**src/rtl/router_pkg.sv**
```systemverilog
// rtl/router_pkg.sv - shared field layout, requester IDs and destination encoding for the forward path
package router_pkg;

  localparam int RP_DATA_WIDTH = 32;
  localparam int RP_DX_MSB     = 29;
  localparam int RP_DX_LSB     = 21;
  localparam int RP_DY_MSB     = 20;
  localparam int RP_DY_LSB     = 12;
  localparam int DX_W          = RP_DX_MSB - RP_DX_LSB + 1;

  // Requester IDs double as the round-robin pointer encoding.
  localparam logic REQ_LOC = 1'b0;
  localparam logic REQ_NBR = 1'b1;

  typedef enum logic [1:0] {
    DEST_A = 2'd0,
    DEST_B = 2'd1,
    DEST_C = 2'd2
  } dest_e;

endpackage

```
**src/rtl/path_input_fifo.sv**
```systemverilog
// rtl/path_input_fifo.sv - register-based input FIFO with a combinational head
module path_input_fifo #(
  parameter int WIDTH = 32,
  parameter int DEPTH = 4
) (
  input  logic             i_clk,
  input  logic             i_rst,
  input  logic             i_push,
  input  logic             i_pop,
  input  logic [WIDTH-1:0] i_din,
  output logic [WIDTH-1:0] o_head,
  output logic             o_empty,
  output logic             o_full
);

  localparam int AW = $clog2(DEPTH);

  logic [WIDTH-1:0] r_mem [DEPTH];
  logic [AW-1:0]    r_wr_ptr;
  logic [AW-1:0]    r_rd_ptr;
  logic [AW:0]      r_count;
  logic             w_push;
  logic             w_pop;

  // A push while full is dropped regardless of a same-cycle pop.
  assign o_full  = (r_count == (AW+1)'(DEPTH));
  assign o_empty = (r_count == '0);
  assign w_push  = i_push && !o_full;
  assign w_pop   = i_pop && !o_empty;
  assign o_head  = r_mem[r_rd_ptr];

  // Pointer and occupancy tracking; pointers wrap naturally at DEPTH.
  always_ff @(posedge i_clk or posedge i_rst) begin
    if (i_rst) begin
      r_wr_ptr <= '0;
      r_rd_ptr <= '0;
      r_count  <= '0;
    end else begin
      if (w_push) r_wr_ptr <= r_wr_ptr + 1'b1;
      if (w_pop)  r_rd_ptr <= r_rd_ptr + 1'b1;
      case ({w_push, w_pop})
        2'b10:   r_count <= r_count + 1'b1;
        2'b01:   r_count <= r_count - 1'b1;
        default: r_count <= r_count;
      endcase
    end
  end

  // Payload storage; contents are don't-care while the entry is unoccupied.
  always_ff @(posedge i_clk) begin
    if (w_push) r_mem[r_wr_ptr] <= i_din;
  end

endmodule

```
**src/rtl/forward_path_scheduler.sv**
```systemverilog
// rtl/forward_path_scheduler.sv - two-FIFO round-robin scheduler feeding the A/B/C forward paths
module forward_path_scheduler
  import router_pkg::*;
#(
  parameter int DATA_WIDTH   = RP_DATA_WIDTH,
  parameter int DX_MSB       = RP_DX_MSB,
  parameter int DX_LSB       = RP_DX_LSB,
  parameter int DY_MSB       = RP_DY_MSB,
  parameter int DY_LSB       = RP_DY_LSB,
  parameter int ADD          = -1,
  parameter int BUFFER_DEPTH = 4,
  localparam int DXW         = DX_MSB - DX_LSB + 1
) (
  input  logic                      i_clk,
  input  logic                      i_rst,
  input  logic [DATA_WIDTH-1:0]     i_din_loc,
  input  logic                      i_wen_loc,
  output logic                      o_full_loc,
  input  logic [DATA_WIDTH-1:0]     i_din_nbr,
  input  logic                      i_wen_nbr,
  output logic                      o_full_nbr,
  input  logic                      i_full_a,
  input  logic                      i_full_b,
  input  logic                      i_full_c,
  output logic [DATA_WIDTH-1:0]     o_dout_a,
  output logic                      o_wen_a,
  output logic [DATA_WIDTH-DXW-1:0] o_dout_b,
  output logic                      o_wen_b,
  output logic [DATA_WIDTH-DXW-1:0] o_dout_c,
  output logic                      o_wen_c
);

  localparam logic [DXW-1:0] ADD_V = DXW'(ADD);

  logic [DATA_WIDTH-1:0]     w_head_loc, w_head_nbr, w_gnt_pkt, w_pkt_a;
  logic [DATA_WIDTH-DXW-1:0] w_pkt_bc;
  logic                      w_empty_loc, w_empty_nbr;
  logic                      w_elig_loc, w_elig_nbr, w_gnt_loc, w_gnt_nbr, w_gnt_any;
  dest_e                     w_dest_loc, w_dest_nbr, w_gnt_dest;
  logic                      r_rr;
  logic [DATA_WIDTH-1:0]     r_dout_a;
  logic [DATA_WIDTH-DXW-1:0] r_dout_b, r_dout_c;
  logic                      r_wen_a, r_wen_b, r_wen_c;

  // dx != 0 goes onward on A; otherwise the sign of dy picks north (B) or south (C).
  function automatic dest_e f_dest(input logic [DATA_WIDTH-1:0] p);
    if (p[DX_MSB:DX_LSB] != '0)             return DEST_A;
    else if ($signed(p[DY_MSB:DY_LSB]) >= 0) return DEST_B;
    else                                     return DEST_C;
  endfunction

  function automatic logic f_blocked(input dest_e d);
    case (d)
      DEST_A:  return i_full_a;
      DEST_B:  return i_full_b;
      DEST_C:  return i_full_c;
      default: return 1'b1;
    endcase
  endfunction

  path_input_fifo #(.WIDTH(DATA_WIDTH), .DEPTH(BUFFER_DEPTH)) u_fifo_loc (
    .i_clk(i_clk), .i_rst(i_rst), .i_push(i_wen_loc), .i_pop(w_gnt_loc),
    .i_din(i_din_loc), .o_head(w_head_loc), .o_empty(w_empty_loc), .o_full(o_full_loc)
  );

  path_input_fifo #(.WIDTH(DATA_WIDTH), .DEPTH(BUFFER_DEPTH)) u_fifo_nbr (
    .i_clk(i_clk), .i_rst(i_rst), .i_push(i_wen_nbr), .i_pop(w_gnt_nbr),
    .i_din(i_din_nbr), .o_head(w_head_nbr), .o_empty(w_empty_nbr), .o_full(o_full_nbr)
  );

  // Head-only eligibility and round-robin choice; the pointer side wins a tie.
  always_comb begin
    w_dest_loc = f_dest(w_head_loc);
    w_dest_nbr = f_dest(w_head_nbr);
    w_elig_loc = !w_empty_loc && !f_blocked(w_dest_loc);
    w_elig_nbr = !w_empty_nbr && !f_blocked(w_dest_nbr);
    w_gnt_loc  = w_elig_loc && ((r_rr == REQ_LOC) || !w_elig_nbr);
    w_gnt_nbr  = w_elig_nbr && !w_gnt_loc;
    w_gnt_any  = w_gnt_loc || w_gnt_nbr;
    w_gnt_pkt  = w_gnt_loc ? w_head_loc : w_head_nbr;
    w_gnt_dest = w_gnt_loc ? w_dest_loc : w_dest_nbr;
  end

  // Path A rewrites dx in place; B/C drop the dx field entirely.
  always_comb begin
    w_pkt_a                = w_gnt_pkt;
    w_pkt_a[DX_MSB:DX_LSB] = w_gnt_pkt[DX_MSB:DX_LSB] + ADD_V;
    w_pkt_bc               = {w_gnt_pkt[DATA_WIDTH-1:DX_MSB+1], w_gnt_pkt[DX_LSB-1:0]};
  end

  // Output registers and RR pointer; pointer only advances after serving its own side.
  always_ff @(posedge i_clk or posedge i_rst) begin
    if (i_rst) begin
      r_rr     <= REQ_LOC;
      r_wen_a  <= 1'b0;
      r_wen_b  <= 1'b0;
      r_wen_c  <= 1'b0;
      r_dout_a <= '0;
      r_dout_b <= '0;
      r_dout_c <= '0;
    end else begin
      if ((w_gnt_loc && r_rr == REQ_LOC) || (w_gnt_nbr && r_rr == REQ_NBR)) r_rr <= ~r_rr;
      r_wen_a <= w_gnt_any && (w_gnt_dest == DEST_A);
      r_wen_b <= w_gnt_any && (w_gnt_dest == DEST_B);
      r_wen_c <= w_gnt_any && (w_gnt_dest == DEST_C);
      if (w_gnt_any && w_gnt_dest == DEST_A) r_dout_a <= w_pkt_a;
      if (w_gnt_any && w_gnt_dest == DEST_B) r_dout_b <= w_pkt_bc;
      if (w_gnt_any && w_gnt_dest == DEST_C) r_dout_c <= w_pkt_bc;
    end
  end

  assign o_dout_a = r_dout_a;
  assign o_dout_b = r_dout_b;
  assign o_dout_c = r_dout_c;
  assign o_wen_a  = r_wen_a;
  assign o_wen_b  = r_wen_b;
  assign o_wen_c  = r_wen_c;

endmodule
```
**config.mk**
```make
export PLATFORM = sky130hd
export DESIGN_NAME = forward_path_scheduler
export DESIGN_NICKNAME = d
export VERILOG_FILES = /design/src/rtl/router_pkg.sv /design/src/rtl/path_input_fifo.sv /design/src/rtl/forward_path_scheduler.sv
export SDC_FILE = /design/constraint.sdc
export NUM_CORES = 1
export LEC_CHECK = 0
export ABC_AREA = 0
export ABC_CLOCK_PERIOD_IN_PS = 8350
export BUFFER_PORTS_ARGS = -buffer_cell sky130_fd_sc_hd__buf_2
export CAP_MARGIN = 20
export CORE_ASPECT_RATIO = 1.1
export CORE_MARGIN = 5
export CORE_UTILIZATION = 40
export DETAILED_ROUTE_END_ITERATION = 10
export PLACE_DENSITY = 0.65
export SLEW_MARGIN = 15
export SYNTH_ARGS = -nofsm -noshare
export SYNTH_HDL_FRONTEND = slang
export SYNTH_SLANG_ARGS = --single-unit
```
**constraint.sdc**
```tcl
create_clock -name i_clk -period 8.35 [get_ports i_clk]
set_clock_uncertainty 0.1 [all_clocks]
set_input_delay 1.2525 -clock i_clk [delete_from_list [all_inputs] [get_ports i_clk]]
set_output_delay 1.2525 -clock i_clk [all_outputs]
set_load 0.02 [all_outputs]
```
==> results of run 1 <==
==> flip-flops by register name, indices dropped and copies added (netlist names), 2 cells and up <==
| name | cells |
|---|---|
| o_dout_a | 32 |
| o_dout_b | 23 |
| u_fifo_nbr.r_wr_ptr | 2 |
| u_fifo_loc.r_count | 3 |
| u_fifo_nbr.r_rd_ptr | 2 |
| u_fifo_nbr.r_count | 3 |
| o_dout_c | 23 |
| u_fifo_loc.r_rd_ptr | 2 |
| u_fifo_nbr.r_mem | 128 |
| u_fifo_loc.r_wr_ptr | 2 |
| u_fifo_loc.r_mem | 128 |
==> routing by layer <==
layer	GRT usage	wire, µm	vias up
met5	0	110	-
met4	0.0464	672	20
met3	0.0405	1860	63
met2	0.254	14700	170
met1	0.193	12100	3520
li1	-	-	3021
==> cell type report <==
type,instances,area (µm²),share of cell area
Inverter,15,58.8,0.00358
Sequential cell,352,10100,0.614
Clock inverter,16,135,0.00822
Multi-Input combinational cell,287,3680,0.224
Clock buffer,52,1100,0.0672
Timing Repair Buffer,159,811,0.0493
Antenna cell,2,5.00,0.000304
Tap cell,438,548,0.0333
==> logic make-up after synthesis <==
| kind of cell | count (synthesis) |
|---|---|
| DFF | 352 |
| muxes | 177 |
| and+or+nand+nor | 60 |
| buffers and inverters | 43 |
| xor gates and xnor gates | 24 |
| AOI/OAI and AO/OA | 13 |
| adders and majority gates | 13 |
==> worst reg2reg max path: cells and delay by family (launching register included) <==
kind,cells,cell delay [ns]
flops,1,0.76
mux,3,1.61
compound gates,1,0.88
buf+inv,2,0.86
simple gates,3,1.57
==> through the flow <==
stage               setup slack, ns  hold WS [ns]  instances  area [µm²]
finish                         2.45         0.374       1321       16400
detailed placement             2.38         0.357       1251       15200
global placement               2.55         0.351       1251       15200
CTS                            2.41         0.371       1319       16400
floorplan                      4.11         0.357        682       14000
global route                   2.08         0.395       1321       16400
==> worst min path at each step <==
| stage | endpoint | slack, ns | cells after the start |
|---|---|---|---|
| after floorplan | u_fifo_loc.r_count[2] | 0.36 | 1 |
| after global placement | o_dout_c[20] | 0.35 | 1 |
| after detailed placement | o_dout_c[20] | 0.36 | 1 |
| after CTS | o_dout_c[20] | 0.37 | 1 |
| after global routing | o_dout_c[20] | 0.40 | 1 |
| final | o_dout_c[20] | 0.37 | 1 |
==> placed cells by master, fill, tap and decap left out, types with 3 or more instances in the layout <==
cell type	netlist	routed
sky130_fd_sc_hd__edfxtp_1	256	256
sky130_fd_sc_hd__buf_2	3	153
sky130_fd_sc_hd__dfrtp_1	96	92
sky130_fd_sc_hd__mux2_2	74	74
sky130_fd_sc_hd__mux4_2	64	64
sky130_fd_sc_hd__clkbuf_16	0	39
sky130_fd_sc_hd__mux2_4	28	28
sky130_fd_sc_hd__inv_1	15	14
sky130_fd_sc_hd__xnor2_1	13	13
sky130_fd_sc_hd__mux2i_1	11	11
sky130_fd_sc_hd__xor2_1	11	11
sky130_fd_sc_hd__ha_1	11	11
sky130_fd_sc_hd__nor2_1	10	10
sky130_fd_sc_hd__nand2_1	8	8
sky130_fd_sc_hd__and2_2	0	8
sky130_fd_sc_hd__clkbuf_8	0	8
sky130_fd_sc_hd__nor2b_1	7	7
sky130_fd_sc_hd__clkinv_2	0	6
sky130_fd_sc_hd__buf_4	8	6
sky130_fd_sc_hd__nor3_1	5	5
sky130_fd_sc_hd__clkinv_1	0	5
sky130_fd_sc_hd__clkbuf_1	10	5
sky130_fd_sc_hd__nor4_1	4	4
sky130_fd_sc_hd__dfrtp_2	0	4
sky130_fd_sc_hd__and3_1	3	3
sky130_fd_sc_hd__o21ai_0	3	3
sky130_fd_sc_hd__inv_6	0	3
==> power groups by stage <==
stage	Sequential, mW	Combinational [mW]	Clock [mW]
after floorplan	2.66	1.34	0
after global placement	2.64	1.92	0
after detailed placement	2.65	1.96	0
after CTS	2.62	1.96	1.68
after global routing	2.65	2.07	1.75
final	2.60	1.92	1.64
==> flow_metrics.tcl, run 1 <==
set metrics [dict create \
    run_status "completed" \
    cts_max_level 2 \
    combinational_share_of_power 0.312 \
    r2r_end "o_dout_a[31]" \
    worst_hold_path_type "reg -> reg" \
    post-synth-top-count-cell "sky130_fd_sc_hd__edfxtp_1" \
    floorplan.core_area_um2 34400 \
    placement_rows 71 \
    post-route-min-period_ns 5.90 \
    ys_dominant_reg_cell "sky130_fd_sc_hd__edfxtp_1" \
    timing_max_transition_violations_final 0 \
    wl_per_cell_um 22.3 \
    seqPwrFrac 0.423 \
    critical-path-slowest-cell "sky130_fd_sc_hd__nor4bb_1" \
    tritoncts.num_buffers 37 \
    drv_cap 0 \
    dp_hpwl_mm 19.1 \
    cts_hold_fix_bufs 0 \
    final.setup.tns_ns 0 \
    timing.critical_path.arrival_ns 6.19 \
    crit-reg2reg-launch "u_fifo_loc.r_rd_ptr[0]" \
    insertion_delay_to_the_later_sink_of_the_worst_skew_pair_ns 0.52 \
    setup_viol_count_final 0 \
    floorplan.die.width_um 188 \
    die_area_um2 38800 \
    ant_nets 0 \
    worst_path_largest_cell_delay_ns 1.02 \
    power.density_nw_per_um2 375 \
    nFillCells 2887 \
    synth-warning-count 0 \
    detail_route.wirelength_mm 29.4 \
    cp-startpoint "u_fifo_loc.r_rd_ptr[0]" \
    overflow 0 \
    critPathTopFamily "multiplexers" \
    num_vias 6794 \
    totalPowerFinal_mw 6.16 \
    synth_edf_count 256 \
    io_buffers 153 \
    detail_route.first_pass.iterations 4 \
    worst_reg2reg_setup_slack_ns 2.45 \
    grt.total_usage 0.151 \
    clock-sinks 352 \
    max-vdd-ir-drop_v 0.000155 \
    ioPinCount 154 \
    ctsRootBufferMaster "sky130_fd_sc_hd__clkbuf_16" \
    area.growth.synth_to_final_pct 17.5 \
    post-synth-top-area-fraction 0.550 \
    initial_drt_markers 402 \
    timing.reg2reg.worst_path_depth 9 \
    finalHoldViolCount 0 \
    p_sw_mw 1.92 \
    switching_share 0.311 \
    synthDistinctLibCells 44 \
    final_core_util 0.478 \
    leakagePower_nw 6.34 \
    synthesis.area_um2 14000 \
    critical_path.max_fanout 36 \
    cells_traversed_along_the_worst_timing_path "mux4_2 -> nor3_1 -> nor4bb_1 -> mux2i_1 -> nor2_4 -> buf_4 -> a211oi_4 -> buf_4 -> mux2_2" \
    first_global_vias 7298 \
    worst-endpoint-required_ns 8.64 \
    die_height_um 206 \
    slew_headroom 0.245 \
    unrepaired_setup_endpoints_after_global_routing "false" \
    start_util 0.407 \
    clock.fmax_ghz 0.169 \
    startpoint_kind_of_the_worst_setup_timing_path "flip-flop" \
    crit_end "o_dout_a[31]" \
    timing.critical_path.depth 9 \
    tritoncts_clock_tree "done" \
    post_cts.resized_instances 0 \
    fin_nets 936 \
    netlist_top_cells_area "sky130_fd_sc_hd__edfxtp_1, sky130_fd_sc_hd__dfrtp_1, sky130_fd_sc_hd__mux4_2, sky130_fd_sc_hd__mux2_2, sky130_fd_sc_hd__mux2_4" \
    synth_compound_gate_area_share 0.00823 \
    most_common_cell_on_crit_path "sky130_fd_sc_hd__buf_4" \
    critPathKind "reg -> reg" \
    route.detailed.vias_per_inst 5.14 \
    power.share.clock 0.265 \
    synth_mux_area_frac 0.201 \
    internal_power_summed_over_all_cells_mw 4.25 \
    parity_gate_share_of_the_synthesized_area_counting_xor_and_xnor_cells 0.0150 \
    antenna_found_initial 12 \
    synth.ff_latch_count 352 \
    largest_family_of_logic_cells_by_synthesized_area "multiplexers" \
    postSynthCellCount 682 \
    cts_post_setup_buffers_inserted 0 \
    drc_errors 0 \
    worst_pin_slew_ns 1.12 \
    drive_gt1_frac 0.459 \
    syn_nets 766 \
    grt_pass1_wl_mm 44.7 \
    cts.clk_slew.worst_paths_ns 0.06 \
    cell_types_with_the_highest_counts_after_synthesis "sky130_fd_sc_hd__edfxtp_1, sky130_fd_sc_hd__dfrtp_1, sky130_fd_sc_hd__mux2_2" \
    cp_num_buf_inv 2 \
    place_congestion 0.799 \
    async_flop_share 0.273 \
    grt_max_degree 61 \
    crit_path_end_kind "flip-flop" \
    syn-mean-instance-area_um2 20.5 \
    synth.largest_area_cell "sky130_fd_sc_hd__edfxtp_1" \
    hold_path.startpoint "o_dout_c[20]" \
    clk_path_buf_depth 3 \
    synth.yosys.seq_area_share 0.721 \
    share_of_the_cycle_needed_by_the_critical_path_after_routing 0.707 \
    yosys.area_share.simple 0.0249 \
    synthAdderAreaFrac 0.0127 \
]
Note: power is estimated with default switching activity, not from simulation.
==> run 2: changes to the inputs <==
--- a/config.mk
+++ b/config.mk
@@ -6,14 +6,14 @@
 export NUM_CORES = 1
 export LEC_CHECK = 0
 export ABC_AREA = 0
-export ABC_CLOCK_PERIOD_IN_PS = 8350
+export ABC_CLOCK_PERIOD_IN_PS = 5200
 export BUFFER_PORTS_ARGS = -buffer_cell sky130_fd_sc_hd__buf_2
 export CAP_MARGIN = 20
 export CORE_ASPECT_RATIO = 1.1
 export CORE_MARGIN = 5
 export CORE_UTILIZATION = 40
 export DETAILED_ROUTE_END_ITERATION = 10
-export PLACE_DENSITY = 0.65
+export PLACE_DENSITY = 0.67
 export SLEW_MARGIN = 15
 export SYNTH_ARGS = -nofsm -noshare
 export SYNTH_HDL_FRONTEND = slang
==> constraint.sdc (replaced) <==
create_clock -name i_clk -period 5.2 [get_ports i_clk]
set_clock_uncertainty 0.1 [all_clocks]
set_input_delay 0.78 -clock i_clk [delete_from_list [all_inputs] [get_ports i_clk]]
set_output_delay 0.78 -clock i_clk [all_outputs]
set_load 0.02 [all_outputs]
==> run 2 against run 1 <==
  * Wire length down 0.62%
  * Utilization up 0.23 points
  * Critical path type unchanged
  * First-iteration DRC count down 15%
  * Global-route usage about the same
  * Cell count up 0.83%
  * Cell area up 0.48%
  * Combinational power up 65%
  * Setup slack worse by 1.6 ns
  * Count of clock-buffer cells in the layout down 6
  * Largest cell class unchanged
  * Total power up 61%
  * Flip-flop and latch count unchanged
  * Sequential power up 58%
==> flow_metrics.tcl, run 2 (synthesis results as in run 1) <==
set metrics [dict create \
    most_common_cell_on_crit_path "sky130_fd_sc_hd__mux2_2" \
    worst_reg2reg_setup_slack_ns 0.82 \
    unrepaired_setup_endpoints_after_global_routing "false" \
    leakagePower_nw 6.37 \
    cts_post_setup_buffers_inserted 0 \
    cts_hold_fix_bufs 0 \
    max-vdd-ir-drop_v 0.000267 \
    timing.reg2reg.worst_path_depth 13 \
    slew_headroom 0.338 \
    ioPinCount 154 \
    initial_drt_markers 343 \
    timing.critical_path.arrival_ns 4.69 \
    die_area_um2 38800 \
    post-route-min-period_ns 4.38 \
    critical-path-slowest-cell "sky130_fd_sc_hd__mux4_2" \
    route.detailed.vias_per_inst 5.11 \
    share_of_the_cycle_needed_by_the_critical_path_after_routing 0.843 \
    critical_path.max_fanout 11 \
    detail_route.first_pass.iterations 5 \
    power.density_nw_per_um2 600 \
    ctsRootBufferMaster "sky130_fd_sc_hd__clkbuf_16" \
    wl_per_cell_um 21.9 \
    p_sw_mw 3.07 \
    combinational_share_of_power 0.318 \
    first_global_vias 7384 \
    tritoncts.num_buffers 37 \
    worst-endpoint-required_ns 5.51 \
    worst_hold_path_type "in -> async" \
    drive_gt1_frac 0.458 \
    ant_nets 0 \
    grt_pass1_wl_mm 44.5 \
    cp-startpoint "u_fifo_nbr.r_rd_ptr[0]" \
    crit_path_end_kind "flip-flop" \
    antenna_found_initial 9 \
    dp_hpwl_mm 19.2 \
    place_area_um2 15300 \
    tritoncts_clock_tree "done" \
    timing_max_transition_violations_final 0 \
    post_cts.resized_instances 0 \
    detail_route.wirelength_mm 29.2 \
    grt.total_usage 0.150 \
    drc_errors 0 \
    floorplan.die.width_um 188 \
    worst_pin_slew_ns 0.993 \
    internal_power_summed_over_all_cells_mw 6.84 \
    fin_nets 944 \
    startpoint_kind_of_the_worst_setup_timing_path "flip-flop" \
    die_height_um 206 \
    floorplan.core_area_um2 34400 \
    io_buffers 153 \
    start_util 0.407 \
    critPathKind "reg -> reg" \
    clock-sinks 352 \
    switching_share 0.310 \
    seqPwrFrac 0.416 \
    place_congestion 0.773 \
    insertion_delay_to_the_later_sink_of_the_worst_skew_pair_ns 0.52 \
    layout_commonest_cell "sky130_fd_sc_hd__edfxtp_1" \
    cts_max_level 2 \
    clock.fmax_ghz 0.228 \
    layout.cells.most_common_list "sky130_fd_sc_hd__edfxtp_1, sky130_fd_sc_hd__buf_2, sky130_fd_sc_hd__dfrtp_1" \
    run_status "completed" \
    final_core_util 0.480 \
    finalHoldViolCount 0 \
    fin_hold_ws_ns 0.305 \
    num_vias 6808 \
    drv_cap 0 \
    cells_traversed_along_the_worst_timing_path "buf_4 -> mux4_2 -> or4_4 -> o32ai_2 -> and3_1 -> nor2_4 -> mux2i_1 -> ha_1 -> nor2b_1 -> nand3_1 -> xnor2_1 -> mux2_2 -> mux2_2" \
    overflow 0 \
    post_route_cell_area_um2 16500 \
    area.growth.synth_to_final_pct 18.1 \
    crit-reg2reg-launch "u_fifo_nbr.r_rd_ptr[0]" \
    worst_path_largest_cell_delay_ns 0.59 \
    setup_viol_count_final 0 \
    grt_max_degree 65 \
    critPathTopFamily "multiplexers" \
    cp_num_buf_inv 1 \
    r2r_end "o_dout_a[29]" \
    power.share.clock 0.266 \
    cts.clk_slew.worst_paths_ns 0.06 \
    placement_rows 71 \
    final.setup.tns_ns 0 \
    clk_path_buf_depth 3 \
]
[run 2: cell types whose count changed in the layout (fill, tap and decap cells not counted), sizes merged]
cell    previous run  this run
clkinv            11        16
bufinv             2         4
clkbuf            52        46
diode              2         6
inv               18        16
buf              159       167
[run 2: area by class of cell]
type                       count  area, µm²
timing repair buffer         167        896
clock buffer                  46       1020
fill                        2833      17900
clock inverter                21        201
sequential                   352      10100
multi-input combinational    287       3680
antenna                        6       15.0
tap                          438        548
inverter                      15       58.8
[run 2: worst max-delay path by stage]
stage | to | slack, ns | cells after the start
2_1_floorplan | o_dout_a[29] | 0.96 | 16
3_3_place_gp | o_dout_a[29] | 0.80 | 13
3_5_place_dp | o_dout_a[29] | 0.75 | 13
4_1_cts | o_dout_a[29] | 0.73 | 13
5_1_grt | o_dout_a[29] | 0.46 | 13
6_report | o_dout_a[29] | 0.82 | 13
[run 2: worst register-to-register path, stage by stage (launching register included)]
cell and delay (ns):
sky130_fd_sc_hd__dfrtp_2 0.56, sky130_fd_sc_hd__buf_4 0.32, sky130_fd_sc_hd__mux4_2 0.59, sky130_fd_sc_hd__or4_4 0.45, sky130_fd_sc_hd__o32ai_2 0.33, sky130_fd_sc_hd__and3_1 0.37, sky130_fd_sc_hd__nor2_4 0.08, sky130_fd_sc_hd__mux2i_1 0.20
sky130_fd_sc_hd__ha_1 0.25, sky130_fd_sc_hd__nor2b_1 0.27, sky130_fd_sc_hd__nand3_1 0.13, sky130_fd_sc_hd__xnor2_1 0.15, sky130_fd_sc_hd__mux2_2 0.25, sky130_fd_sc_hd__mux2_2 0.26
[run 2: per-stage QoR]
| step | worst slack (ns) | std cells | total power [mW] |
|---|---|---|---|
| floorplan | 0.960 | 682 | 6.42 |
| global placement | 0.796 | 1259 | 7.34 |
| detailed placement | 0.745 | 1259 | 7.41 |
| CTS | 0.730 | 1326 | 10.1 |
| global route | 0.460 | 1329 | 10.4 |
| finish | 0.817 | 1332 | 9.91 |
[run 2: layer usage]
metal	GRT usage	vias to the layer above	wire, µm
li1	-	3046	-
met1	0.189	3525	11900
met2	0.258	179	14800
met3	0.0404	48	1830
met4	0.0446	10	673
met5	0	-	56
[run 2: power groups by stage]
stage          Combinational (mW)  Sequential [mW]  Clock (mW)
3_3_place_gp                 3.17             4.17           0
4_1_cts                      3.23             4.14        2.70
2_1_floorplan                2.15             4.27           0
3_5_place_dp                 3.22             4.19           0
6_report                     3.16             4.12        2.63
5_1_grt                      3.41             4.20        2.83
==> run 3: changes to the inputs <==
--- a/config.mk
+++ b/config.mk
@@ -6,14 +6,14 @@
 export NUM_CORES = 1
 export LEC_CHECK = 0
 export ABC_AREA = 0
-export ABC_CLOCK_PERIOD_IN_PS = 5200
+export ABC_CLOCK_PERIOD_IN_PS = 4450
 export BUFFER_PORTS_ARGS = -buffer_cell sky130_fd_sc_hd__buf_2
 export CAP_MARGIN = 20
 export CORE_ASPECT_RATIO = 1.1
 export CORE_MARGIN = 5
 export CORE_UTILIZATION = 40
 export DETAILED_ROUTE_END_ITERATION = 10
-export PLACE_DENSITY = 0.67
+export PLACE_DENSITY = 0.65
 export SLEW_MARGIN = 15
 export SYNTH_ARGS = -nofsm -noshare
 export SYNTH_HDL_FRONTEND = slang
==> constraint.sdc (replaced) <==
create_clock -name i_clk -period 4.45 [get_ports i_clk]
set_clock_uncertainty 0.1 [all_clocks]
set_input_delay 0.6675 -clock i_clk [delete_from_list [all_inputs] [get_ports i_clk]]
set_output_delay 0.6675 -clock i_clk [all_outputs]
set_load 0.02 [all_outputs]
==> run 3 against run 2 <==
  * Critical endpoint unchanged
  * Combinational power is 19% higher
  * Wire length increased by 0.80%
  * Cell count is 0.30% higher
  * Global-route usage is 0.40 points higher
  * Flip-flop and latch count unchanged
  * Clock power increased by 14%
  * Highest routed layer unchanged
  * Sequential power rose by 16%
  * Largest power group unchanged
  * Non-clock buffer count up 8
  * Die area stayed put
  * Setup slack lost 0.52 ns
==> flow_metrics.tcl, run 3 (synthesis results as in run 1) <==
set metrics [dict create \
    share_of_the_cycle_needed_by_the_critical_path_after_routing 0.934 \
    setup_viol_count_final 0 \
    drv_cap 0 \
    instances_no_fill 1336 \
    final.setup.tns_ns 0 \
    grt.total_usage 0.154 \
    clk_path_buf_depth 3 \
    grt_pass1_wl_mm 45.5 \
    cts_max_level 2 \
    run_status "completed" \
    post_route_cell_area_um2 16500 \
    cells_traversed_along_the_worst_timing_path "mux4_2 -> or4_4 -> o32ai_2 -> and3_1 -> nor2_4 -> mux2i_1 -> ha_1 -> nor2b_1 -> nand3_1 -> xnor2_1 -> mux2_2 -> mux2_2" \
    layout_commonest_cell "sky130_fd_sc_hd__edfxtp_1" \
    worst_path_largest_cell_delay_ns 0.62 \
    cts_hold_fix_bufs 0 \
    worst_reg2reg_setup_slack_ns 0.30 \
    place_area_um2 15300 \
    die_area_um2 38800 \
    antenna_found_initial 7 \
    worst_hold_path_type "in -> async" \
    tritoncts_clock_tree "done" \
    start_util 0.407 \
    totalPowerFinal_mw 11.5 \
    slew_headroom 0.336 \
    die_height_um 206 \
    timing_max_transition_violations_final 0 \
    route.detailed.vias_per_inst 5.08 \
    placement_rows 71 \
    first_global_vias 7333 \
    numPlacedInstances 1267 \
    critical-path-slowest-cell "sky130_fd_sc_hd__mux4_2" \
    drive_gt1_frac 0.463 \
    post-route-min-period_ns 4.15 \
    floorplan.die.width_um 188 \
    timing.critical_path.arrival_ns 4.46 \
    most_common_cell_on_crit_path "sky130_fd_sc_hd__mux2_2" \
    critical_path.max_fanout 12 \
    detail_route.wirelength_mm 29.5 \
    worst_pin_slew_ns 0.996 \
    max-vdd-ir-drop_v 0.000364 \
    clock-sinks 352 \
    detail_route.first_pass.iterations 5 \
    finalHoldViolCount 0 \
    cts.clk_slew.worst_paths_ns 0.06 \
    leakagePower_nw 6.39 \
    insertion_delay_to_the_later_sink_of_the_worst_skew_pair_ns 0.53 \
    fin_nets 952 \
    cts_post_setup_buffers_inserted 0 \
    ioPinCount 154 \
    overflow 0 \
    unrepaired_setup_endpoints_after_global_routing "false" \
    critPathKind "reg -> reg" \
    num_vias 6791 \
    multi_input_comb_area_um2 3680 \
    clock.fmax_ghz 0.241 \
    drc_errors 0 \
    io_buffers 153 \
    ctsRootBufferMaster "sky130_fd_sc_hd__clkbuf_16" \
    crit_path_end_kind "flip-flop" \
    ant_nets 0 \
    place_congestion 0.768 \
    area.growth.synth_to_final_pct 18.2 \
    dp_hpwl_mm 19.6 \
    initial_drt_markers 417 \
    tritoncts.num_buffers 37 \
    area.sequential_um2 10100 \
    floorplan.core_area_um2 34400 \
    worst-endpoint-required_ns 4.76 \
    nFillCells 2847 \
    power.density_nw_per_um2 698 \
    grt_max_degree 65 \
    startpoint_kind_of_the_worst_setup_timing_path "flip-flop" \
    wl_per_cell_um 22.1 \
    layout.cells.most_common_list "sky130_fd_sc_hd__edfxtp_1, sky130_fd_sc_hd__buf_2, sky130_fd_sc_hd__dfrtp_1" \
]
-- run 3: cell types whose count changed in the layout (fill, tap and decap cells not counted), sizes merged --
| cell | delta |
|---|---|
| bufinv | -1 |
| buf | +8 |
| clkbuf | -1 |
| clkinv | -1 |
| diode | -5 |
| inv | +3 |
| clkinvlp | +1 |
-- run 3: power by group --
| group | switching [mW] | total [mW] | internal (mW) |
|---|---|---|---|
| Combinational | 2.00 | 3.76 | 1.77 |
| Sequential | 0.373 | 4.77 | 4.40 |
| Clock | 1.26 | 3.00 | 1.74 |
| Total | 3.63 | 11.5 | 7.91 |
-- run 3: area by class of cell --
class	instances	share of cell area
timing repair buffer	175	0.0573
clock inverter	23	0.0136
tap	438	0.0332
inverter	15	0.00356
sequential	352	0.611
multi-input combinational	287	0.223
antenna	1	0.000151
clock buffer	45	0.0585
-- run 3: through the flow --
stage | hold WS (ns) | setup WS, ns | util
after floorplan | 0.357 | 0.210 | -
after global placement | 0.350 | 0.235 | 0.446
after detailed placement | 0.353 | 0.183 | 0.446
after CTS | 0.226 | 0.167 | 0.480
after global routing | 0.230 | 0.0296 | 0.481
final | 0.207 | 0.295 | 0.481
-- run 3: what timing repair did --
item | 4_1_cts | 5_1_grt
endpoints found under the setup margin | 0 | 3
endpoints found under the hold margin | 0 | 0
gates resized for setup | 0 | 2
-- run 3: routing by layer --
layer / track usage / share of wire / up-vias
met4: 0.0391 / 0.018 / 14
met1: 0.202 / 0.42 / 3493
met5: 0 / 0.0027 / -
met2: 0.261 / 0.50 / 167
li1: - / - / 3064
met3: 0.0385 / 0.063 / 53
-- run 3: final timing paths --
path | startpoint | to | cells after the start
max in group asynchronous | i_rst | u_fifo_nbr.r_wr_ptr[1] | 3
min in group i_clk | i_din_loc[10] | u_fifo_loc.r_mem[2][10] | 1
hold / removal | i_rst | o_dout_a[7] | 2
setup / recovery | u_fifo_nbr.r_rd_ptr[0] | o_dout_a[29] | 12
setup reg to reg | u_fifo_nbr.r_rd_ptr[0] | o_dout_a[29] | 12
hold reg to reg | o_dout_c[20] | o_dout_c[20] | 1
-- run 3: worst max-delay path, delay by kind of cell (launching register included) --
kind	cells	cell delay, ns
AO/OA/AOI/OAI	1	0.31
XOR/XNOR	1	0.13
adder cells (fa/ha/maj)	1	0.25
flip-flops	1	0.60
multiplexers	4	1.34
AND/OR/NAND/NOR	5	1.30
